### config.mk
export PLATFORM = sky130hd
export DESIGN_NAME = msrv32_lsu_bus_ctrl_flat
export DESIGN_NICKNAME = d
export VERILOG_FILES = /design/src/rtl/msrv32_pkg.sv /design/src/rtl/msrv32_lsu_bus_ctrl_if.sv /design/src/rtl/msrv32_load_align.sv /design/src/rtl/msrv32_lsu_bus_ctrl.sv /design/src/flat_wrapper.sv
export SDC_FILE = /design/constraint.sdc
export NUM_CORES = 1
export LEC_CHECK = 0
export BUFFER_PORTS_ARGS = -buffer_cell sky130_fd_sc_hd__buf_2
export CAP_MARGIN = 20
export CORE_AREA = 2 2 165 118
export CTS_CLUSTER_SIZE = 30
export DETAILED_ROUTE_END_ITERATION = 8
export DIE_AREA = 0 0 167 120
export PLACE_DENSITY_LB_ADDON = 0.1
export SKIP_CTS_REPAIR_TIMING = 1
export SLEW_MARGIN = 25
export SYNTH_ARGS = -nofsm -noshare
export SYNTH_HDL_FRONTEND = slang
export SYNTH_SLANG_ARGS = --single-unit
### constraint.sdc
create_clock -name clk_in -period 2 [get_ports clk_in]
set_clock_uncertainty 0.15 [all_clocks]
set_input_delay 0.2 -clock clk_in [delete_from_list [all_inputs] [get_ports clk_in]]
set_output_delay 0.2 -clock clk_in [all_outputs]
set_load 0.02 [all_outputs]
### src/rtl/msrv32_pkg.sv
// Shared types and constants for the load/store bus controller and the
// writeback-side load alignment logic.
package msrv32_pkg;

  // Bus controller states: one transaction at a time.
  typedef enum logic [1:0] {
    ST_IDLE = 2'b00,
    ST_WAIT = 2'b01,
    ST_RESP = 2'b10,
    ST_ERR  = 2'b11
  } lsu_state_t;

  // Access size codes as produced by the decoder (2'b11 also means word).
  localparam logic [1:0] LS_BYTE = 2'b00;
  localparam logic [1:0] LS_HALF = 2'b01;
  localparam logic [1:0] LS_WORD = 2'b10;

  // Default number of WAIT cycles before an unanswered access is a bus fault.
  localparam int DEFAULT_TIMEOUT = 255;

  // Byte enables for an access of the given size at byte offset off.
  function automatic logic [3:0] lsu_mask(input logic [1:0] size, input logic [1:0] off);
    logic [3:0] m;
    case (size)
      LS_BYTE: m = 4'b0001 << off;
      LS_HALF: m = off[1] ? 4'b1100 : 4'b0011;
      default: m = 4'b1111;
    endcase
    return m;
  endfunction

  // Store data replicated across all lanes so the mask alone selects bytes.
  function automatic logic [31:0] lsu_wdata(input logic [1:0] size, input logic [31:0] data);
    logic [31:0] w;
    case (size)
      LS_BYTE: w = {4{data[7:0]}};
      LS_HALF: w = {2{data[15:0]}};
      default: w = data;
    endcase
    return w;
  endfunction

endpackage

### src/rtl/msrv32_lsu_bus_ctrl_if.sv
// Data-memory req/ack bus between the load/store controller and a slave.
//
// Handshake: the master raises dmem_req_out and holds address, we, mask and
// wdata stable until the slave answers with a single-cycle dmem_ack_in; read
// data and the error flag are only meaningful in the ack cycle. The request
// drops on the edge that samples ack (or on timeout). Ack with no request
// outstanding is ignored by the master.
interface msrv32_lsu_bus_ctrl_if;
  import msrv32_pkg::*;

  logic        dmem_req_out;
  logic        dmem_we_out;
  logic [31:0] dmem_addr_out;
  logic [31:0] dmem_wdata_out;
  logic [3:0]  dmem_wmask_out;
  logic        dmem_ack_in;
  logic [31:0] dmem_rdata_in;
  logic        dmem_err_in;

  modport master (
    output dmem_req_out, dmem_we_out, dmem_addr_out, dmem_wdata_out, dmem_wmask_out,
    input  dmem_ack_in, dmem_rdata_in, dmem_err_in
  );

  modport slave (
    input  dmem_req_out, dmem_we_out, dmem_addr_out, dmem_wdata_out, dmem_wmask_out,
    output dmem_ack_in, dmem_rdata_in, dmem_err_in
  );

endinterface

### src/rtl/msrv32_load_align.sv
// Combinational load alignment: selects the addressed byte/half lane of a
// read word and sign- or zero-extends it to 32 bits.
module msrv32_load_align
  import msrv32_pkg::*;
(
  input  logic [31:0] rdata_in,
  input  logic [1:0]  offset_in,
  input  logic [1:0]  size_in,
  input  logic        unsigned_in,
  output logic [31:0] data_out
);

  logic [7:0]  byte_sel;
  logic [15:0] half_sel;

  // Lane selection from the low address bits.
  always_comb begin
    byte_sel = rdata_in[7:0];
    case (offset_in)
      2'd0:    byte_sel = rdata_in[7:0];
      2'd1:    byte_sel = rdata_in[15:8];
      2'd2:    byte_sel = rdata_in[23:16];
      default: byte_sel = rdata_in[31:24];
    endcase
    half_sel = offset_in[1] ? rdata_in[31:16] : rdata_in[15:0];
  end

  // Extension by access size; word loads pass through untouched.
  always_comb begin
    data_out = rdata_in;
    case (size_in)
      LS_BYTE: data_out = {{24{byte_sel[7] & ~unsigned_in}}, byte_sel};
      LS_HALF: data_out = {{16{half_sel[15] & ~unsigned_in}}, half_sel};
      default: data_out = rdata_in;
    endcase
  end

endmodule

### src/rtl/msrv32_lsu_bus_ctrl.sv
// Load/store bus controller: accepts one decoded memory access at a time,
// runs it over the req/ack data bus, stalls the pipeline while it is
// outstanding, and returns extended load data or a bus-fault pulse.
module msrv32_lsu_bus_ctrl
  import msrv32_pkg::*;
#(
  parameter int TIMEOUT = DEFAULT_TIMEOUT
) (
  input  logic                         clk_in,
  input  logic                         rst_n_in,
  input  logic                         ld_req_in,
  input  logic                         mem_wr_req_in,
  input  logic [1:0]                   load_size_in,
  input  logic                         load_unsigned_in,
  input  logic                         misaligned_load_in,
  input  logic                         misaligned_store_in,
  input  logic                         trap_taken_in,
  input  logic [31:0]                  addr_in,
  input  logic [31:0]                  rs2_in,
  msrv32_lsu_bus_ctrl_if.master        dmem_bus,
  output logic                         stall_out,
  output logic [31:0]                  load_data_out,
  output logic                         load_valid_out,
  output logic                         bus_err_out,
  output lsu_state_t                   dbg_state_out
);

  // Last WAIT-cycle count value before the access is declared dead.
  localparam logic [7:0] TIMEOUT_LAST = 8'(TIMEOUT - 1);

  lsu_state_t  state_q;
  logic        req_q;
  logic        we_q;
  logic [31:0] addr_q;
  logic [31:0] wdata_q;
  logic [3:0]  wmask_q;
  logic [1:0]  size_q;
  logic        uns_q;
  logic [1:0]  off_q;
  logic [7:0]  cnt_q;
  logic        trap_q;
  logic [31:0] load_data_q;
  logic        load_valid_q;
  logic        bus_err_q;

  logic        is_store_d;
  logic        misaligned_d;
  logic        start_d;
  logic        suppress_d;
  logic [31:0] load_ext_d;

  // Start qualification: a store beats a simultaneous load, and the
  // misalignment flag that matters follows the winning access type.
  always_comb begin
    is_store_d   = mem_wr_req_in;
    misaligned_d = is_store_d ? misaligned_store_in : misaligned_load_in;
    start_d      = (ld_req_in | mem_wr_req_in) & ~trap_taken_in & ~misaligned_d;
    suppress_d   = trap_q | trap_taken_in;
  end

  // Extended load data from the live bus word and the captured lane info.
  msrv32_load_align u_align (
    .rdata_in    (dmem_bus.dmem_rdata_in),
    .offset_in   (off_q),
    .size_in     (size_q),
    .unsigned_in (uns_q),
    .data_out    (load_ext_d)
  );

  // Transaction FSM with its capture registers, timeout counter and outputs.
  always_ff @(posedge clk_in or negedge rst_n_in) begin
    if (!rst_n_in) begin
      state_q      <= ST_IDLE;
      req_q        <= 1'b0;
      we_q         <= 1'b0;
      addr_q       <= '0;
      wdata_q      <= '0;
      wmask_q      <= '0;
      size_q       <= '0;
      uns_q        <= 1'b0;
      off_q        <= '0;
      cnt_q        <= '0;
      trap_q       <= 1'b0;
      load_data_q  <= '0;
      load_valid_q <= 1'b0;
      bus_err_q    <= 1'b0;
    end else begin
      load_valid_q <= 1'b0;
      bus_err_q    <= 1'b0;
      case (state_q)
        ST_IDLE: begin
          if (start_d) begin
            state_q <= ST_WAIT;
            req_q   <= 1'b1;
            we_q    <= is_store_d;
            addr_q  <= {addr_in[31:2], 2'b00};
            wmask_q <= lsu_mask(load_size_in, addr_in[1:0]);
            wdata_q <= lsu_wdata(load_size_in, rs2_in);
            size_q  <= load_size_in;
            uns_q   <= load_unsigned_in;
            off_q   <= addr_in[1:0];
            cnt_q   <= '0;
            trap_q  <= 1'b0;
          end
        end
        ST_WAIT: begin
          // A trap never abandons the bus access; it only hides the result.
          if (trap_taken_in) begin
            trap_q <= 1'b1;
          end
          if (dmem_bus.dmem_ack_in) begin
            req_q <= 1'b0;
            if (dmem_bus.dmem_err_in) begin
              state_q   <= ST_ERR;
              bus_err_q <= ~suppress_d;
            end else begin
              state_q <= ST_RESP;
              if (!we_q && !suppress_d) begin
                load_valid_q <= 1'b1;
                load_data_q  <= load_ext_d;
              end
            end
          end else if (cnt_q == TIMEOUT_LAST) begin
            req_q     <= 1'b0;
            state_q   <= ST_ERR;
            bus_err_q <= ~suppress_d;
          end else begin
            cnt_q <= cnt_q + 8'd1;
          end
        end
        ST_RESP: state_q <= ST_IDLE;
        ST_ERR:  state_q <= ST_IDLE;
        default: state_q <= ST_IDLE;
      endcase
    end
  end

  // Stall covers the accepting cycle and every WAIT cycle; it is forced low
  // while reset is asserted so all outputs read zero.
  always_comb begin
    stall_out = rst_n_in & (((state_q == ST_IDLE) & start_d) | (state_q == ST_WAIT));
  end

  assign dmem_bus.dmem_req_out   = req_q;
  assign dmem_bus.dmem_we_out    = we_q;
  assign dmem_bus.dmem_addr_out  = addr_q;
  assign dmem_bus.dmem_wdata_out = wdata_q;
  assign dmem_bus.dmem_wmask_out = wmask_q;
  assign load_data_out           = load_data_q;
  assign load_valid_out          = load_valid_q;
  assign bus_err_out             = bus_err_q;
  assign dbg_state_out           = state_q;

endmodule
### src/flat_wrapper.sv
// flat-port wrapper written by rule: the top's interface ports become plain ports
module msrv32_lsu_bus_ctrl_flat import msrv32_pkg::*;
#(
  parameter int TIMEOUT = DEFAULT_TIMEOUT
)
  (clk_in, rst_n_in, ld_req_in, mem_wr_req_in, load_size_in, load_unsigned_in, misaligned_load_in, misaligned_store_in, trap_taken_in, addr_in, rs2_in, stall_out, load_data_out, load_valid_out, bus_err_out, dbg_state_out, dmem_bus_dmem_req_out, dmem_bus_dmem_we_out, dmem_bus_dmem_addr_out, dmem_bus_dmem_wdata_out, dmem_bus_dmem_wmask_out, dmem_bus_dmem_ack_in, dmem_bus_dmem_rdata_in, dmem_bus_dmem_err_in);
  msrv32_lsu_bus_ctrl_if dmem_bus_i ();
  input  logic clk_in;
  input  logic rst_n_in;
  input  logic ld_req_in;
  input  logic mem_wr_req_in;
  input  logic [1:0] load_size_in;
  input  logic load_unsigned_in;
  input  logic misaligned_load_in;
  input  logic misaligned_store_in;
  input  logic trap_taken_in;
  input  logic [31:0] addr_in;
  input  logic [31:0] rs2_in;
  output logic stall_out;
  output logic [31:0] load_data_out;
  output logic load_valid_out;
  output logic bus_err_out;
  output lsu_state_t dbg_state_out;
  output wire logic [$bits(dmem_bus_i.dmem_req_out)-1:0] dmem_bus_dmem_req_out;
  output wire logic [$bits(dmem_bus_i.dmem_we_out)-1:0] dmem_bus_dmem_we_out;
  output wire logic [$bits(dmem_bus_i.dmem_addr_out)-1:0] dmem_bus_dmem_addr_out;
  output wire logic [$bits(dmem_bus_i.dmem_wdata_out)-1:0] dmem_bus_dmem_wdata_out;
  output wire logic [$bits(dmem_bus_i.dmem_wmask_out)-1:0] dmem_bus_dmem_wmask_out;
  input wire logic [$bits(dmem_bus_i.dmem_ack_in)-1:0] dmem_bus_dmem_ack_in;
  input wire logic [$bits(dmem_bus_i.dmem_rdata_in)-1:0] dmem_bus_dmem_rdata_in;
  input wire logic [$bits(dmem_bus_i.dmem_err_in)-1:0] dmem_bus_dmem_err_in;
  assign dmem_bus_dmem_req_out = dmem_bus_i.dmem_req_out;
  assign dmem_bus_dmem_we_out = dmem_bus_i.dmem_we_out;
  assign dmem_bus_dmem_addr_out = dmem_bus_i.dmem_addr_out;
  assign dmem_bus_dmem_wdata_out = dmem_bus_i.dmem_wdata_out;
  assign dmem_bus_dmem_wmask_out = dmem_bus_i.dmem_wmask_out;
  assign dmem_bus_i.dmem_ack_in = dmem_bus_dmem_ack_in;
  assign dmem_bus_i.dmem_rdata_in = dmem_bus_dmem_rdata_in;
  assign dmem_bus_i.dmem_err_in = dmem_bus_dmem_err_in;
  msrv32_lsu_bus_ctrl #(.TIMEOUT(TIMEOUT)) u_core (.clk_in(clk_in), .rst_n_in(rst_n_in), .ld_req_in(ld_req_in), .mem_wr_req_in(mem_wr_req_in), .load_size_in(load_size_in), .load_unsigned_in(load_unsigned_in), .misaligned_load_in(misaligned_load_in), .misaligned_store_in(misaligned_store_in), .trap_taken_in(trap_taken_in), .addr_in(addr_in), .rs2_in(rs2_in), .dmem_bus(dmem_bus_i), .stall_out(stall_out), .load_data_out(load_data_out), .load_valid_out(load_valid_out), .bus_err_out(bus_err_out), .dbg_state_out(dbg_state_out));
endmodule
==> metrics.csv <==
metric;value;unit
r2r-start;u_core.dbg_state_out[1]$_DFFE_PN0P_;
final_common_cell;buf_2;
dr.first_iter.drc_count;263;
gr-total-overflow;0;
power.density;1350;mW/mm²
clk_pin_slew;0.06;ns
start_util;29.5;%
grt_pass1_wl;25.4;mm
track_usage;16.3;%
gp_routability_congestion;0.790;
status;complete, but fails checks;
violations;negative hold slack, negative setup slack;
relSlewSlack;56.5;%
setup_ws;-0.100;ns
crit_required;2.13;ns
place_area;0.00699;mm²
crit_slowest_cell;or4b_4;
slew_viol_final;0;
area_growth;57.1;%
crit_path_max_incr_delay;0.51;ns
finalNetCount;940;
vias;5027;
period_share;105;%
vdd_drop_max;713;µV
startpoint;u_core.dbg_state_out[1]$_DFFE_PN0P_;
syn_avg_cell_area;10.7;µm²
drt_pass1_iterations;4;
leakage;4.10;nW
cts-htree-levels;4;
nFillCells;1742;
syn_area;0.00547;mm²
viasPerCell;4.65;
numPortBuffers;212;
ant_nets;0;
synth_ff_type;dfrtp_1;
rsz0062_at_grt;true;
numCtsBuffers;17;
ys_seq_area_share;54.0;%
grt_pass1_vias;4733;
cts_tree;yes;
cts_max_path_buffers;2;
dp_hpwl;11.5;mm
syn_inst;513;
critical_path_class;flip-flop to flip-flop;
yosys.area.top_type;dfrtp_1;
p_total;11.6;mW
min_period;2.10;ns
max_cap_viol_count;0;
final-setup-viol-count;31;
worstPathCellList;or4b_4 > or3_4 > a311oi_4 > buf_6 > a21oi_1;
route.detailed.drc;0;
worst-path-max-fanout;8;
dieArea;0.0200;mm²
rrSetupSlack;-0.10;ns
num_rows;42;
die_h;120;µm
wl_per_cell;15.8;µm
post-place-ws;-0.210;ns
antenna_found_initial;0;
cp-end-kind;flip-flop;
ys_types;46;
pin_count;215;
wl;17.1;mm
ys_seq_elements;118;
ys_warn_count;0;
root_buffer;clkbuf_16;
layout.cells.most_common_list;buf_2, dfrtp_1, dlygate4sd3_1;
crit_arrival;2.23;ns
hold_class;input pin to flip-flop;
yosysTopAreaCellShare;54.0;%
critPathLaunchType;flip-flop;
worst-slew-pin-transition;0.653;ns
async_flop_share;100;%
n_antenna_cell;0;
drive_above_1_share;41.3;%
finalHoldViolCount;3;
synth_area_leaders;dfrtp_1, mux2_2, mux2i_1, nand2_1, a21oi_1;
holdCritStartpoint;rs2_in[12];
clock_sinks;118;
synth_edf_count;0;
fin_area;0.00859;mm²
max_freq;476;MHz
clock_latency;0.41;ns
fp.dieW;167;µm
grt_max_degree;119;
hold-worst-slack;-0.0418;ns
coreArea;0.0186;mm²
## critical path: cells and delay by family (launching register included)
family          cells  cell delay [ns]
buf+inv             1             0.19
simple gates        2             0.89
flops               1             0.39
compound gates      2             0.35
## state kept, by name, indices dropped and copies added (netlist names)
| signal | cells |
|---|---|
| u_core.load_valid_out | 1 |
| u_core.dbg_state_out | 2 |
| u_core.load_data_out | 32 |
| u_core.trap_q | 1 |
| u_core.bus_err_out | 1 |
| u_core.cnt_q | 8 |
| u_core.uns_q | 1 |
| u_core.dmem_bus.dmem_wmask_out | 4 |
| u_core.size_q | 2 |
| u_core.off_q | 2 |
| u_core.dmem_bus.dmem_wdata_out | 32 |
| u_core.dmem_bus.dmem_req_out | 1 |
| u_core.dmem_bus.dmem_addr_out | 30 |
| u_core.dmem_bus.dmem_we_out | 1 |
## synth_stat cells (2+ instances only)
cell / number
nand2_1: 61
nor2_1: 51
and3_1: 2
dfrtp_1: 118
a21oi_2: 5
o211ai_1: 3
o21ba_2: 2
or3_1: 8
inv_1: 5
a311oi_1: 6
nor3b_1: 3
xor2_1: 2
ha_1: 2
a22o_1: 7
nor2b_1: 4
buf_6: 4
clkbuf_1: 25
nor3_1: 2
o21ai_0: 38
o31ai_1: 6
a21oi_1: 44
buf_4: 2
mux2_2: 44
nand3_1: 5
mux2i_1: 35
a22oi_1: 7
nand2b_1: 3
## cell type report
| type | instances | area [µm²] | area share (%) |
|---|---|---|---|
| sequential | 118 | 2960 | 34.4 |
| multi-input combinational | 356 | 2490 | 29.0 |
| timing repair buffer | 330 | 2270 | 26.4 |
| clock buffer | 24 | 492 | 5.72 |
| tap | 242 | 303 | 3.52 |
| clock inverter | 5 | 50.0 | 0.582 |
| inverter | 7 | 31.3 | 0.364 |
## metal layers
layer,share of wire [%],GRT usage (%)
met1,47,22.8
met2,45,23.4
met3,7.2,6.56
met4,1.2,4.58
met5,0,0
## power by group
group / internal, mW / switching, mW
clock network: 1.81 / 1.03
registers: 3.38 / 0.570
logic: 1.89 / 2.89
## through the flow
step | instances | hold slack (ns) | util [%] | TNS [ns]
floorplan | 514 | -0.246 | - | -3.64
global placement | 962 | 0.225 | 37.7 | -4.98
detailed placement | 962 | 0.227 | 37.7 | -5.65
CTS | 991 | -0.224 | 40.6 | -6.26
global route | 1082 | -0.000266 | 46.3 | -3.68
finish | 1082 | -0.0418 | 46.3 | -2.19
## final timing paths
kind	end	cells past startpoint
worst max register to register	u_core.load_data_out[12]$_DFFE_PN0P_	5
worst min-delay path	u_core.dmem_bus.dmem_wdata_out[12]$_DFFE_PN0P_	3
max in group asynchronous	u_core.load_valid_out$_DFF_PN0_	3
min in group asynchronous	u_core.dmem_bus.dmem_req_out$_DFFE_PN0P_	3
worst min register to register	u_core.dmem_bus.dmem_wdata_out[18]$_DFFE_PN0P_	2
worst max-delay path	u_core.load_data_out[12]$_DFFE_PN0P_	5
## cell families after synthesis
logic type                 Yosys count  share of synthesized area, %
AOI/OAI and AO/OA                  126                          14.6
other                                1                        0.0686
muxes                               79                          15.5
buffers and inverters               40                          3.45
adders and majority gates            2                         0.457
xor gates and xnor gates             2                         0.320
DFF                                118                          54.0
and+or+nand+nor                    145                          11.6
Power figures use the tool's default switching activity.
